`src/rtl/uart_cmd_ctrl_if.sv`:
```
`default_nettype none
// ============================================================================
//  Module   : uart_cmd_ctrl_if
//  Purpose  : Bundles the UART RX/TX handshake, register bus and status
//             signals of the command controller. The master modport is the
//             controller side; the slave modport is the surrounding system.
//  Revision : 1.0  initial release
// ============================================================================
interface uart_cmd_ctrl_if #(
    parameter int ADDR_WIDTH = 16,
    parameter int DATA_WIDTH = 8
);
    logic                  iRX_DE;
    logic [7:0]            iRX_DATA;
    logic                  oTX_DE;
    logic [7:0]            oTX_DATA;
    logic                  iTX_BUSY;
    logic [ADDR_WIDTH-1:0] oREG_ADDR;
    logic [DATA_WIDTH-1:0] oREG_WDATA;
    logic                  oREG_WE;
    logic                  oREG_RE;
    logic [DATA_WIDTH-1:0] iREG_RDATA;
    logic                  iREG_RVALID;
    logic                  oRUN;
    logic                  oERR;

    modport master (
        input  iRX_DE, iRX_DATA, iTX_BUSY, iREG_RDATA, iREG_RVALID,
        output oTX_DE, oTX_DATA, oREG_ADDR, oREG_WDATA, oREG_WE, oREG_RE,
               oRUN, oERR
    );

    modport slave (
        output iRX_DE, iRX_DATA, iTX_BUSY, iREG_RDATA, iREG_RVALID,
        input  oTX_DE, oTX_DATA, oREG_ADDR, oREG_WDATA, oREG_WE, oREG_RE,
               oRUN, oERR
    );
endinterface
`default_nettype wire

```
`src/rtl/uart_cmd_ctrl.sv`:
```
`default_nettype none
// ============================================================================
//  Module   : uart_cmd_ctrl
//  Purpose  : ASCII command interpreter between the UART cores and the
//             internal register bus. Understands "rd AAAA", "wr AAAA DD",
//             "stop" and "start", performs one bus access per command and
//             answers with "OK", "NG" or two hex digits, each ending in LF.
//  Revision : 1.0  initial release
// ============================================================================
module uart_cmd_ctrl #(
    parameter int ADDR_WIDTH = 16,
    parameter int DATA_WIDTH = 8,
    parameter int LINE_MAX   = 16,
    parameter int TIMEOUT    = 255
) (
    input  wire logic        CLK,
    input  wire logic        RST_N,
    uart_cmd_ctrl_if.master  bus
);

    localparam int CNT_W = $clog2(LINE_MAX + 1);
    localparam int IDX_W = $clog2(LINE_MAX);
    localparam int TO_W  = $clog2(TIMEOUT + 1);

    localparam logic [7:0] c_bs    = 8'h08;
    localparam logic [7:0] c_lf    = 8'h0A;
    localparam logic [7:0] c_cr    = 8'h0D;
    localparam logic [7:0] c_space = 8'h20;
    localparam logic [7:0] c_tilde = 8'h7E;

    localparam logic [CNT_W-1:0] c_line_max = CNT_W'(LINE_MAX);
    localparam logic [TO_W-1:0]  c_timeout  = TO_W'(TIMEOUT);

    typedef enum logic [2:0] {
        S_COLLECT   = 3'd0,
        S_PARSE     = 3'd1,
        S_WRITE     = 3'd2,
        S_READ      = 3'd3,
        S_RD_WAIT   = 3'd4,
        S_RESP_HOLD = 3'd5,
        S_RESP_WAIT = 3'd6
    } state_t;

    // Returns {valid, nibble} for an ASCII hex digit.
    function automatic logic [4:0] hex_nib(input logic [7:0] c);
        logic [4:0] r;
        r = 5'd0;
        if (c >= 8'h30 && c <= 8'h39)      r = {1'b1, c[3:0]};
        else if (c >= 8'h41 && c <= 8'h46) r = {1'b1, c[3:0] + 4'd9};
        else if (c >= 8'h61 && c <= 8'h66) r = {1'b1, c[3:0] + 4'd9};
        return r;
    endfunction

    // Uppercase ASCII hex character for a nibble.
    function automatic logic [7:0] hex_char(input logic [3:0] n);
        return (n < 4'd10) ? (8'h30 + {4'h0, n}) : (8'h37 + {4'h0, n});
    endfunction

    state_t           state_q,   state_d;
    logic [1:0]       rx_sync_q, rx_sync_d;
    logic             rx_prev_q, rx_prev_d;
    logic [7:0]       line_q [LINE_MAX];
    logic [7:0]       line_d [LINE_MAX];
    logic [CNT_W-1:0] count_q,   count_d;
    logic             ovf_q,     ovf_d;
    logic             tx_de_q,   tx_de_d;
    logic [7:0]       tx_data_q, tx_data_d;
    logic [7:0]       resp1_q,   resp1_d;
    logic [1:0]       resp_idx_q, resp_idx_d;
    logic [ADDR_WIDTH-1:0] addr_q,  addr_d;
    logic [DATA_WIDTH-1:0] wdata_q, wdata_d;
    logic             we_q,      we_d;
    logic             re_q,      re_d;
    logic             run_q,     run_d;
    logic             err_q,     err_d;
    logic [TO_W-1:0]  to_cnt_q,  to_cnt_d;

    logic       w_rx_accept;
    logic [7:0] w_rx_byte;
    logic [4:0] w_h0, w_h1, w_h2, w_h3, w_h4, w_h5;
    logic       w_addr_ok, w_data_ok;
    logic [15:0] w_addr16;
    logic [7:0]  w_data8;
    logic [7:0]  w_rdata8;
    logic       w_cmd_rd, w_cmd_wr, w_cmd_stop, w_cmd_start;

    // Rising edge of the synchronized data-valid; only 7-bit characters are kept.
    always_comb begin
        rx_sync_d   = {rx_sync_q[0], bus.iRX_DE};
        rx_prev_d   = rx_sync_q[1];
        w_rx_accept = rx_sync_q[1] & ~rx_prev_q;
        w_rx_byte   = bus.iRX_DATA & 8'h7F;
        w_rdata8    = 8'(bus.iREG_RDATA);
    end

    // Command decoding from the line buffer at fixed character positions.
    always_comb begin
        w_h0 = hex_nib(line_q[3]);
        w_h1 = hex_nib(line_q[4]);
        w_h2 = hex_nib(line_q[5]);
        w_h3 = hex_nib(line_q[6]);
        w_h4 = hex_nib(line_q[8]);
        w_h5 = hex_nib(line_q[9]);
        w_addr_ok = w_h0[4] & w_h1[4] & w_h2[4] & w_h3[4];
        w_data_ok = w_h4[4] & w_h5[4];
        w_addr16  = {w_h0[3:0], w_h1[3:0], w_h2[3:0], w_h3[3:0]};
        w_data8   = {w_h4[3:0], w_h5[3:0]};
        w_cmd_rd  = (count_q == CNT_W'(7)) &&
                    (line_q[0] == 8'h72) && (line_q[1] == 8'h64) &&
                    (line_q[2] == c_space) && w_addr_ok;
        w_cmd_wr  = (count_q == CNT_W'(10)) &&
                    (line_q[0] == 8'h77) && (line_q[1] == 8'h72) &&
                    (line_q[2] == c_space) && w_addr_ok &&
                    (line_q[7] == c_space) && w_data_ok;
        w_cmd_stop  = (count_q == CNT_W'(4)) &&
                      (line_q[0] == 8'h73) && (line_q[1] == 8'h74) &&
                      (line_q[2] == 8'h6F) && (line_q[3] == 8'h70);
        w_cmd_start = (count_q == CNT_W'(5)) &&
                      (line_q[0] == 8'h73) && (line_q[1] == 8'h74) &&
                      (line_q[2] == 8'h61) && (line_q[3] == 8'h72) &&
                      (line_q[4] == 8'h74);
    end

    // Main sequencer: line collection, dispatch, bus access and response.
    always_comb begin
        state_d    = state_q;
        line_d     = line_q;
        count_d    = count_q;
        ovf_d      = ovf_q;
        tx_de_d    = tx_de_q;
        tx_data_d  = tx_data_q;
        resp1_d    = resp1_q;
        resp_idx_d = resp_idx_q;
        addr_d     = addr_q;
        wdata_d    = wdata_q;
        we_d       = 1'b0;
        re_d       = 1'b0;
        run_d      = run_q;
        err_d      = 1'b0;
        to_cnt_d   = to_cnt_q;

        case (state_q)
            S_COLLECT: begin
                if (w_rx_accept) begin
                    if (w_rx_byte == c_bs) begin
                        if (count_q != '0) count_d = count_q - 1'b1;
                    end else if (w_rx_byte == c_lf || w_rx_byte == c_cr) begin
                        state_d = S_PARSE;
                    end else if (w_rx_byte >= c_space && w_rx_byte <= c_tilde) begin
                        if (count_q < c_line_max) begin
                            line_d[count_q[IDX_W-1:0]] = w_rx_byte;
                            count_d = count_q + 1'b1;
                        end else begin
                            ovf_d = 1'b1;
                        end
                    end
                end
            end

            S_PARSE: begin
                // The response path below is taken unless a bus access starts.
                tx_de_d    = 1'b1;
                resp_idx_d = 2'd0;
                state_d    = S_RESP_HOLD;
                tx_data_d  = 8'h4F;     // 'O'
                resp1_d    = 8'h4B;     // 'K'
                if (count_q == '0) begin
                    tx_de_d = 1'b0;
                    ovf_d   = 1'b0;
                    state_d = S_COLLECT;
                end else if (ovf_q) begin
                    tx_data_d = 8'h4E;  // 'N'
                    resp1_d   = 8'h47;  // 'G'
                    err_d     = 1'b1;
                end else if (w_cmd_rd) begin
                    tx_de_d = 1'b0;
                    addr_d  = ADDR_WIDTH'(w_addr16);
                    re_d    = 1'b1;
                    state_d = S_READ;
                end else if (w_cmd_wr) begin
                    tx_de_d = 1'b0;
                    addr_d  = ADDR_WIDTH'(w_addr16);
                    wdata_d = DATA_WIDTH'(w_data8);
                    we_d    = 1'b1;
                    state_d = S_WRITE;
                end else if (w_cmd_stop) begin
                    run_d = 1'b0;
                end else if (w_cmd_start) begin
                    run_d = 1'b1;
                end else begin
                    tx_data_d = 8'h4E;
                    resp1_d   = 8'h47;
                    err_d     = 1'b1;
                end
            end

            S_WRITE: begin
                tx_de_d    = 1'b1;
                tx_data_d  = 8'h4F;
                resp1_d    = 8'h4B;
                resp_idx_d = 2'd0;
                state_d    = S_RESP_HOLD;
            end

            S_READ: begin
                to_cnt_d = '0;
                state_d  = S_RD_WAIT;
            end

            S_RD_WAIT: begin
                // Read data takes priority over an expiring timeout.
                if (bus.iREG_RVALID) begin
                    tx_de_d    = 1'b1;
                    tx_data_d  = hex_char(w_rdata8[7:4]);
                    resp1_d    = hex_char(w_rdata8[3:0]);
                    resp_idx_d = 2'd0;
                    state_d    = S_RESP_HOLD;
                end else if (to_cnt_q == c_timeout) begin
                    tx_de_d    = 1'b1;
                    tx_data_d  = 8'h4E;
                    resp1_d    = 8'h47;
                    resp_idx_d = 2'd0;
                    err_d      = 1'b1;
                    state_d    = S_RESP_HOLD;
                end else begin
                    to_cnt_d = to_cnt_q + 1'b1;
                end
            end

            S_RESP_HOLD: begin
                if (bus.iTX_BUSY) begin
                    tx_de_d = 1'b0;
                    state_d = S_RESP_WAIT;
                end
            end

            S_RESP_WAIT: begin
                if (!bus.iTX_BUSY) begin
                    case (resp_idx_q)
                        2'd0: begin
                            tx_data_d  = resp1_q;
                            tx_de_d    = 1'b1;
                            resp_idx_d = 2'd1;
                            state_d    = S_RESP_HOLD;
                        end
                        2'd1: begin
                            tx_data_d  = c_lf;
                            tx_de_d    = 1'b1;
                            resp_idx_d = 2'd2;
                            state_d    = S_RESP_HOLD;
                        end
                        default: begin
                            count_d = '0;
                            ovf_d   = 1'b0;
                            state_d = S_COLLECT;
                        end
                    endcase
                end
            end

            default: state_d = S_COLLECT;
        endcase
    end

    // Control and output registers with asynchronous reset.
    always_ff @(posedge CLK or negedge RST_N) begin
        if (!RST_N) begin
            state_q    <= S_COLLECT;
            rx_sync_q  <= 2'b00;
            rx_prev_q  <= 1'b0;
            count_q    <= '0;
            ovf_q      <= 1'b0;
            tx_de_q    <= 1'b0;
            tx_data_q  <= 8'h00;
            resp1_q    <= 8'h00;
            resp_idx_q <= 2'd0;
            addr_q     <= '0;
            wdata_q    <= '0;
            we_q       <= 1'b0;
            re_q       <= 1'b0;
            run_q      <= 1'b1;
            err_q      <= 1'b0;
            to_cnt_q   <= '0;
        end else begin
            state_q    <= state_d;
            rx_sync_q  <= rx_sync_d;
            rx_prev_q  <= rx_prev_d;
            count_q    <= count_d;
            ovf_q      <= ovf_d;
            tx_de_q    <= tx_de_d;
            tx_data_q  <= tx_data_d;
            resp1_q    <= resp1_d;
            resp_idx_q <= resp_idx_d;
            addr_q     <= addr_d;
            wdata_q    <= wdata_d;
            we_q       <= we_d;
            re_q       <= re_d;
            run_q      <= run_d;
            err_q      <= err_d;
            to_cnt_q   <= to_cnt_d;
        end
    end

    // Line storage needs no reset; the character count marks valid entries.
    always_ff @(posedge CLK) begin
        line_q <= line_d;
    end

    assign bus.oTX_DE     = tx_de_q;
    assign bus.oTX_DATA   = tx_data_q;
    assign bus.oREG_ADDR  = addr_q;
    assign bus.oREG_WDATA = wdata_q;
    assign bus.oREG_WE    = we_q;
    assign bus.oREG_RE    = re_q;
    assign bus.oRUN       = run_q;
    assign bus.oERR       = err_q;

endmodule
`default_nettype wire
```
`src/flat_wrapper.sv`:
```
// flat-port wrapper written by rule: the top's interface ports become plain ports
module uart_cmd_ctrl_flat 
#(
    parameter int ADDR_WIDTH = 16,
    parameter int DATA_WIDTH = 8,
    parameter int LINE_MAX   = 16,
    parameter int TIMEOUT    = 255
)
  (CLK, RST_N, bus_iRX_DE, bus_iRX_DATA, bus_iTX_BUSY, bus_iREG_RDATA, bus_iREG_RVALID, bus_oTX_DE, bus_oTX_DATA, bus_oREG_ADDR, bus_oREG_WDATA, bus_oREG_WE, bus_oREG_RE, bus_oRUN, bus_oERR);
  uart_cmd_ctrl_if #(.ADDR_WIDTH(ADDR_WIDTH), .DATA_WIDTH(DATA_WIDTH)) bus_i ();
  input  wire logic CLK;
  input  wire logic RST_N;
  input wire logic [$bits(bus_i.iRX_DE)-1:0] bus_iRX_DE;
  input wire logic [$bits(bus_i.iRX_DATA)-1:0] bus_iRX_DATA;
  input wire logic [$bits(bus_i.iTX_BUSY)-1:0] bus_iTX_BUSY;
  input wire logic [$bits(bus_i.iREG_RDATA)-1:0] bus_iREG_RDATA;
  input wire logic [$bits(bus_i.iREG_RVALID)-1:0] bus_iREG_RVALID;
  output wire logic [$bits(bus_i.oTX_DE)-1:0] bus_oTX_DE;
  output wire logic [$bits(bus_i.oTX_DATA)-1:0] bus_oTX_DATA;
  output wire logic [$bits(bus_i.oREG_ADDR)-1:0] bus_oREG_ADDR;
  output wire logic [$bits(bus_i.oREG_WDATA)-1:0] bus_oREG_WDATA;
  output wire logic [$bits(bus_i.oREG_WE)-1:0] bus_oREG_WE;
  output wire logic [$bits(bus_i.oREG_RE)-1:0] bus_oREG_RE;
  output wire logic [$bits(bus_i.oRUN)-1:0] bus_oRUN;
  output wire logic [$bits(bus_i.oERR)-1:0] bus_oERR;
  assign bus_i.iRX_DE = bus_iRX_DE;
  assign bus_i.iRX_DATA = bus_iRX_DATA;
  assign bus_i.iTX_BUSY = bus_iTX_BUSY;
  assign bus_i.iREG_RDATA = bus_iREG_RDATA;
  assign bus_i.iREG_RVALID = bus_iREG_RVALID;
  assign bus_oTX_DE = bus_i.oTX_DE;
  assign bus_oTX_DATA = bus_i.oTX_DATA;
  assign bus_oREG_ADDR = bus_i.oREG_ADDR;
  assign bus_oREG_WDATA = bus_i.oREG_WDATA;
  assign bus_oREG_WE = bus_i.oREG_WE;
  assign bus_oREG_RE = bus_i.oREG_RE;
  assign bus_oRUN = bus_i.oRUN;
  assign bus_oERR = bus_i.oERR;
  uart_cmd_ctrl #(.ADDR_WIDTH(ADDR_WIDTH), .DATA_WIDTH(DATA_WIDTH), .LINE_MAX(LINE_MAX), .TIMEOUT(TIMEOUT)) u_core (.CLK(CLK), .RST_N(RST_N), .bus(bus_i));
endmodule
```
`config.mk`:
```
export PLATFORM = sky130hd
export DESIGN_NAME = uart_cmd_ctrl_flat
export DESIGN_NICKNAME = d
export VERILOG_FILES = /design/src/rtl/uart_cmd_ctrl_if.sv /design/src/rtl/uart_cmd_ctrl.sv /design/src/flat_wrapper.sv
export SDC_FILE = /design/constraint.sdc
export NUM_CORES = 1
export LEC_CHECK = 0
export BUFFER_PORTS_ARGS = -buffer_cell sky130_fd_sc_hd__buf_2
export CAP_MARGIN = 20
export CORE_MARGIN = 1.5
export CORE_UTILIZATION = 40
export DETAILED_ROUTE_END_ITERATION = 7
export GPL_TIMING_DRIVEN = 1
export PLACE_DENSITY_LB_ADDON = 0.1
export SKIP_LAST_GASP = 1
export SYNTH_ARGS = -nofsm -noshare
export SYNTH_HDL_FRONTEND = slang
export SYNTH_SLANG_ARGS = --single-unit
```
`constraint.sdc`:
```
create_clock -name CLK -period 3.06 [get_ports CLK]
set_input_delay 0.459 -clock CLK [delete_from_list [all_inputs] [get_ports CLK]]
set_output_delay 0.459 -clock CLK [all_outputs]
set_load 0.03 [all_outputs]
```
==> results.sh <==
export IMPL_reg2reg_setup_slack_ps=290
export IMPL_postSynth_topFlopCell="edfxtp_1"
export IMPL_synthToLayoutAreaGrowth_pct=17.8
export IMPL_synth_area_leaders="edfxtp_1, dfrtp_1, ha_1"
export IMPL_yosys_area_share_adder_pct=5.71
export IMPL_fraction_of_the_mapped_netlist_area_in_compound_gates_pct=13.2
export IMPL_multiplexer_fraction_of_the_synthesized_cell_area_pct=5.57
export IMPL_n_antenna_cell=0
export IMPL_placedCellCount=892
export IMPL_ys_async_sr_fraction_pct=48.1
export IMPL_total_routed_wirelength_um=15700
export IMPL_critical_path_endpoint_type="register"
export IMPL_syn_nets=662
export IMPL_fillCellCount=1575
export IMPL_power_switching_fraction_pct=31.2
export IMPL_grt_first_pass_wirelength_um=25600
export IMPL_floorplan_die_width_um=135
export IMPL_worst_setup_hold_path_clk_slew_ps=60
export IMPL_core_area_sq_mm=0.0168
export IMPL_clock_sink_count=135
export IMPL_setup_worst_path_start="u_core.line_q[97]$_DFFE_PP_"
export IMPL_wl_per_instance_um=17.0
export IMPL_synth_top_cell_area_share_pct=30.4
export IMPL_syn_area_sq_mm=0.00692
export IMPL_cts_path_max_buffers=2
export IMPL_number_of_nets_in_the_finished_design=745
export IMPL_result_of_the_run="completed"
export IMPL_layout_cell_area_non_filler_sq_mm=0.00816
export IMPL_dr_total_vias=5010
export IMPL_hold_worst_slack_ps=57.0
export IMPL_p_leak_nw=3.45
export IMPL_max_freq_mhz=361
export IMPL_final_setup_viol_count=0
export IMPL_min_clock_period_post_route_ps=2770
export IMPL_die_area_sq_mm=0.0181
export IMPL_multiInputGateArea_sq_mm=0.00300
export IMPL_final_max_slew_violation_count=0
export IMPL_rsz_0062_raised_after_global_routing="false"
export IMPL_synth_edff_count=70
export IMPL_synth_largest_area_cell="edfxtp_1"
export IMPL_final_cell_count_no_fill=926
export IMPL_combinational_power_share_pct=21.5
export IMPL_period_share_pct=90.4
export IMPL_antenna_found_initial=0
export IMPL_worst_ep_required_time_ps=3360
export IMPL_cts_root_buf="clkbuf_16"
export IMPL_top_library_cells_by_usage_in_the_layout_fill_and_taps_aside="edfxtp_1, nor2_1, dfrtp_1"
export IMPL_r2r_end="u_core.bus.oREG_ADDR[1]$_DFFE_PN0P_"
export IMPL_drt_iter0_drc=273
export IMPL_crit_path_end="u_core.bus.oREG_ADDR[1]$_DFFE_PN0P_"
export IMPL_power_switching_mw=1.62
export IMPL_cts_tree="yes"
export IMPL_critical_path_class="reg -> reg"
export IMPL_grt_pass1_vias=5007
export IMPL_io_pins=58
export IMPL_data_arrival_time_of_the_critical_path_ps=3060
export IMPL_max_cap_violations=0
export IMPL_drt_pass1_iter_count=5
export IMPL_power_ir_vdd_worst_v=0.000415
export IMPL_final_hold_viol_count=0
export IMPL_syn_avg_cell_area_sq_um=11.4
export IMPL_seqCellArea_sq_mm=0.00373
export IMPL_cts_htree_levels=4
export IMPL_synth_seq_area_share_pct=53.9
export IMPL_ctsHoldBuffers=0
export IMPL_clock_power_share_pct=36.0
export IMPL_chipHeight_um=135
export IMPL_worstSetupStartpointType="register"
export IMPL_post_dp_cell_area_sq_mm=0.00758
export IMPL_route_detailed_drc=0
export IMPL_gp_congestion=0.812
export IMPL_detailed_placer_s_ending_hpwl_um=11300
export IMPL_worst_slew_pin_transition_ps=708
export IMPL_track_usage_pct=18.5
export IMPL_clock_skew_ps=13.3
export IMPL_port_buffers=55
export IMPL_ys_ff_latch=135
export IMPL_grt_start_max_net_pins=66
export IMPL_timing_critical_path_fanout_max=6
export IMPL_placement_rows=47
export IMPL_post_route_cells_drive_above_1_share_pct=22.7
export IMPL_cts_buffers=17
export IMPL_synth_top_family_by_area="simple AND/OR/NAND/NOR gates"
export IMPL_min_delay_path_class="in -> async"
export IMPL_postRouteAntennaNets=0
export IMPL_yosys_cell_types_count=80
export IMPL_clkLatencyLatePin_ps=420
export IMPL_reg2reg_depth=11
export IMPL_r2r_start="u_core.line_q[97]$_DFFE_PP_"
export IMPL_maxSlewHeadroom_pct=52.3
export IMPL_p_int_mw=3.58
export IMPL_final_core_util_pct=48.7
export IMPL_vias_per_cell=5.41
export IMPL_leading_cell_type_in_the_layout_fill_and_taps_excluded="edfxtp_1"
export IMPL_setup_tns_ps=0
export IMPL_sequentialPowerShare_pct=42.5
export IMPL_p_per_cell_area_mw_per_mm2=637
export IMPL_start_util_pct=41.3
export IMPL_synthesis_instances=610
export IMPL_overflow=0
export IMPL_yosys_area_share_xor_xnor_pct=1.39
export IMPL_ys_warnings_count=0
export IMPL_synthSimpleGateAreaFrac_pct=17.4
==> through the flow <==
step | worst slack [ps] | total power, mW
floorplan | 370 | 2.99
finish | 294 | 5.20
CTS | 133 | 5.26
detailed placement | 144 | 3.37
global placement | 179 | 3.35
global route | 80.2 | 5.49
==> routing by layer <==
layer / vias up / wire length, um / track usage, %
met5: - / 0 / 0
met2: 102 / 7920 / 31.4
li1: 2430 / - / -
met1: 2459 / 6940 / 23.4
met4: 0 / 208 / 6.33
met3: 19 / 643 / 4.39
==> flip-flops by register name, indices dropped and copies added, names as in the netlist, 2 cells and up <==
signal                 flops
u_core.bus.oREG_ADDR      16
u_core.resp1_q             7
u_core.line_q             70
u_core.to_cnt_q            8
u_core.bus.oTX_DATA        7
u_core.state_q             3
u_core.rx_sync_q           2
u_core.resp_idx_q          2
u_core.count_q             5
u_core.bus.oREG_WDATA      8
==> how the worst min path moves through the flow <==
| stage | to | depth (start not counted) | startpoint |
|---|---|---|---|
| detailed placement | u_core.rx_sync_q[1]$_DFF_PN0_ | 0 | u_core.rx_sync_q[0]$_DFF_PN0_ |
| finish | u_core.bus.oREG_WDATA[2]$_DFFE_PN0P_ | 2 | RST_N |
| floorplan | u_core.bus.oERR$_DFF_PN0_ | 0 | RST_N |
| global placement | u_core.rx_sync_q[1]$_DFF_PN0_ | 0 | u_core.rx_sync_q[0]$_DFF_PN0_ |
| CTS | u_core.bus.oREG_WDATA[1]$_DFFE_PN0P_ | 2 | RST_N |
| global route | u_core.bus.oREG_WDATA[1]$_DFFE_PN0P_ | 2 | RST_N |
==> power by group through the flow <==
stage / sequential (mW) / clock [mW] / combinational, mW
5_1_grt: 2.23 / 2.01 / 1.25
6_report: 2.21 / 1.87 / 1.12
4_1_cts: 2.21 / 1.92 / 1.13
3_3_place_gp: 2.24 / 0 / 1.11
3_5_place_dp: 2.25 / 0 / 1.12
2_1_floorplan: 2.28 / 0 / 0.706
==> layout make-up <==
type	count	share of cell area, %
repair buffers	80	5.98
multi-input cells	429	36.8
clock buffers	19	5.55
clock inverters	13	1.18
inverters	30	1.38
flip-flops and latches	135	45.7
well taps	220	3.38
==> worst max-delay path: stages (launching register included) <==
cell       delay [ps]
edfxtp_1          480
inv_1             120
ha_1              170
nor2_1             40
a2111oi_0         400
buf_4             190
o21a_1            190
o221a_2           300
o211ai_4          140
nor2_8            120
buf_4             160
mux2_2            340
==> cell usage after synthesis, types with 10 or more instances <==
cell	n
a21oi_1	19
a31oi_1	11
clkbuf_1	12
dfrtp_1	64
edfxtp_1	70
ha_1	30
inv_1	30
mux2_2	12
mux2_4	12
nand2_1	49
nand2b_1	10
nand3_1	13
nand4_1	10
nor2_1	64
o21ai_0	37
==> timing repair <==
action                     4_1_cts  5_1_grt
setup endpoints to repair        0       14
setup buffers                    0        2
gates resized for setup          0        1
==> kinds of logic (layout without fill, tap and decap cells) <==
kind of cell | Yosys count | after routing
and+or+nand+nor | 224 | 224
adders and majority gates | 31 | 31
buffers and inverters | 46 | 142
muxes | 31 | 31
xor gates and xnor gates | 11 | 11
DFF | 135 | 135
AOI/OAI and AO/OA | 131 | 131
other | 1 | 1
Power figures use the tool's default switching activity.
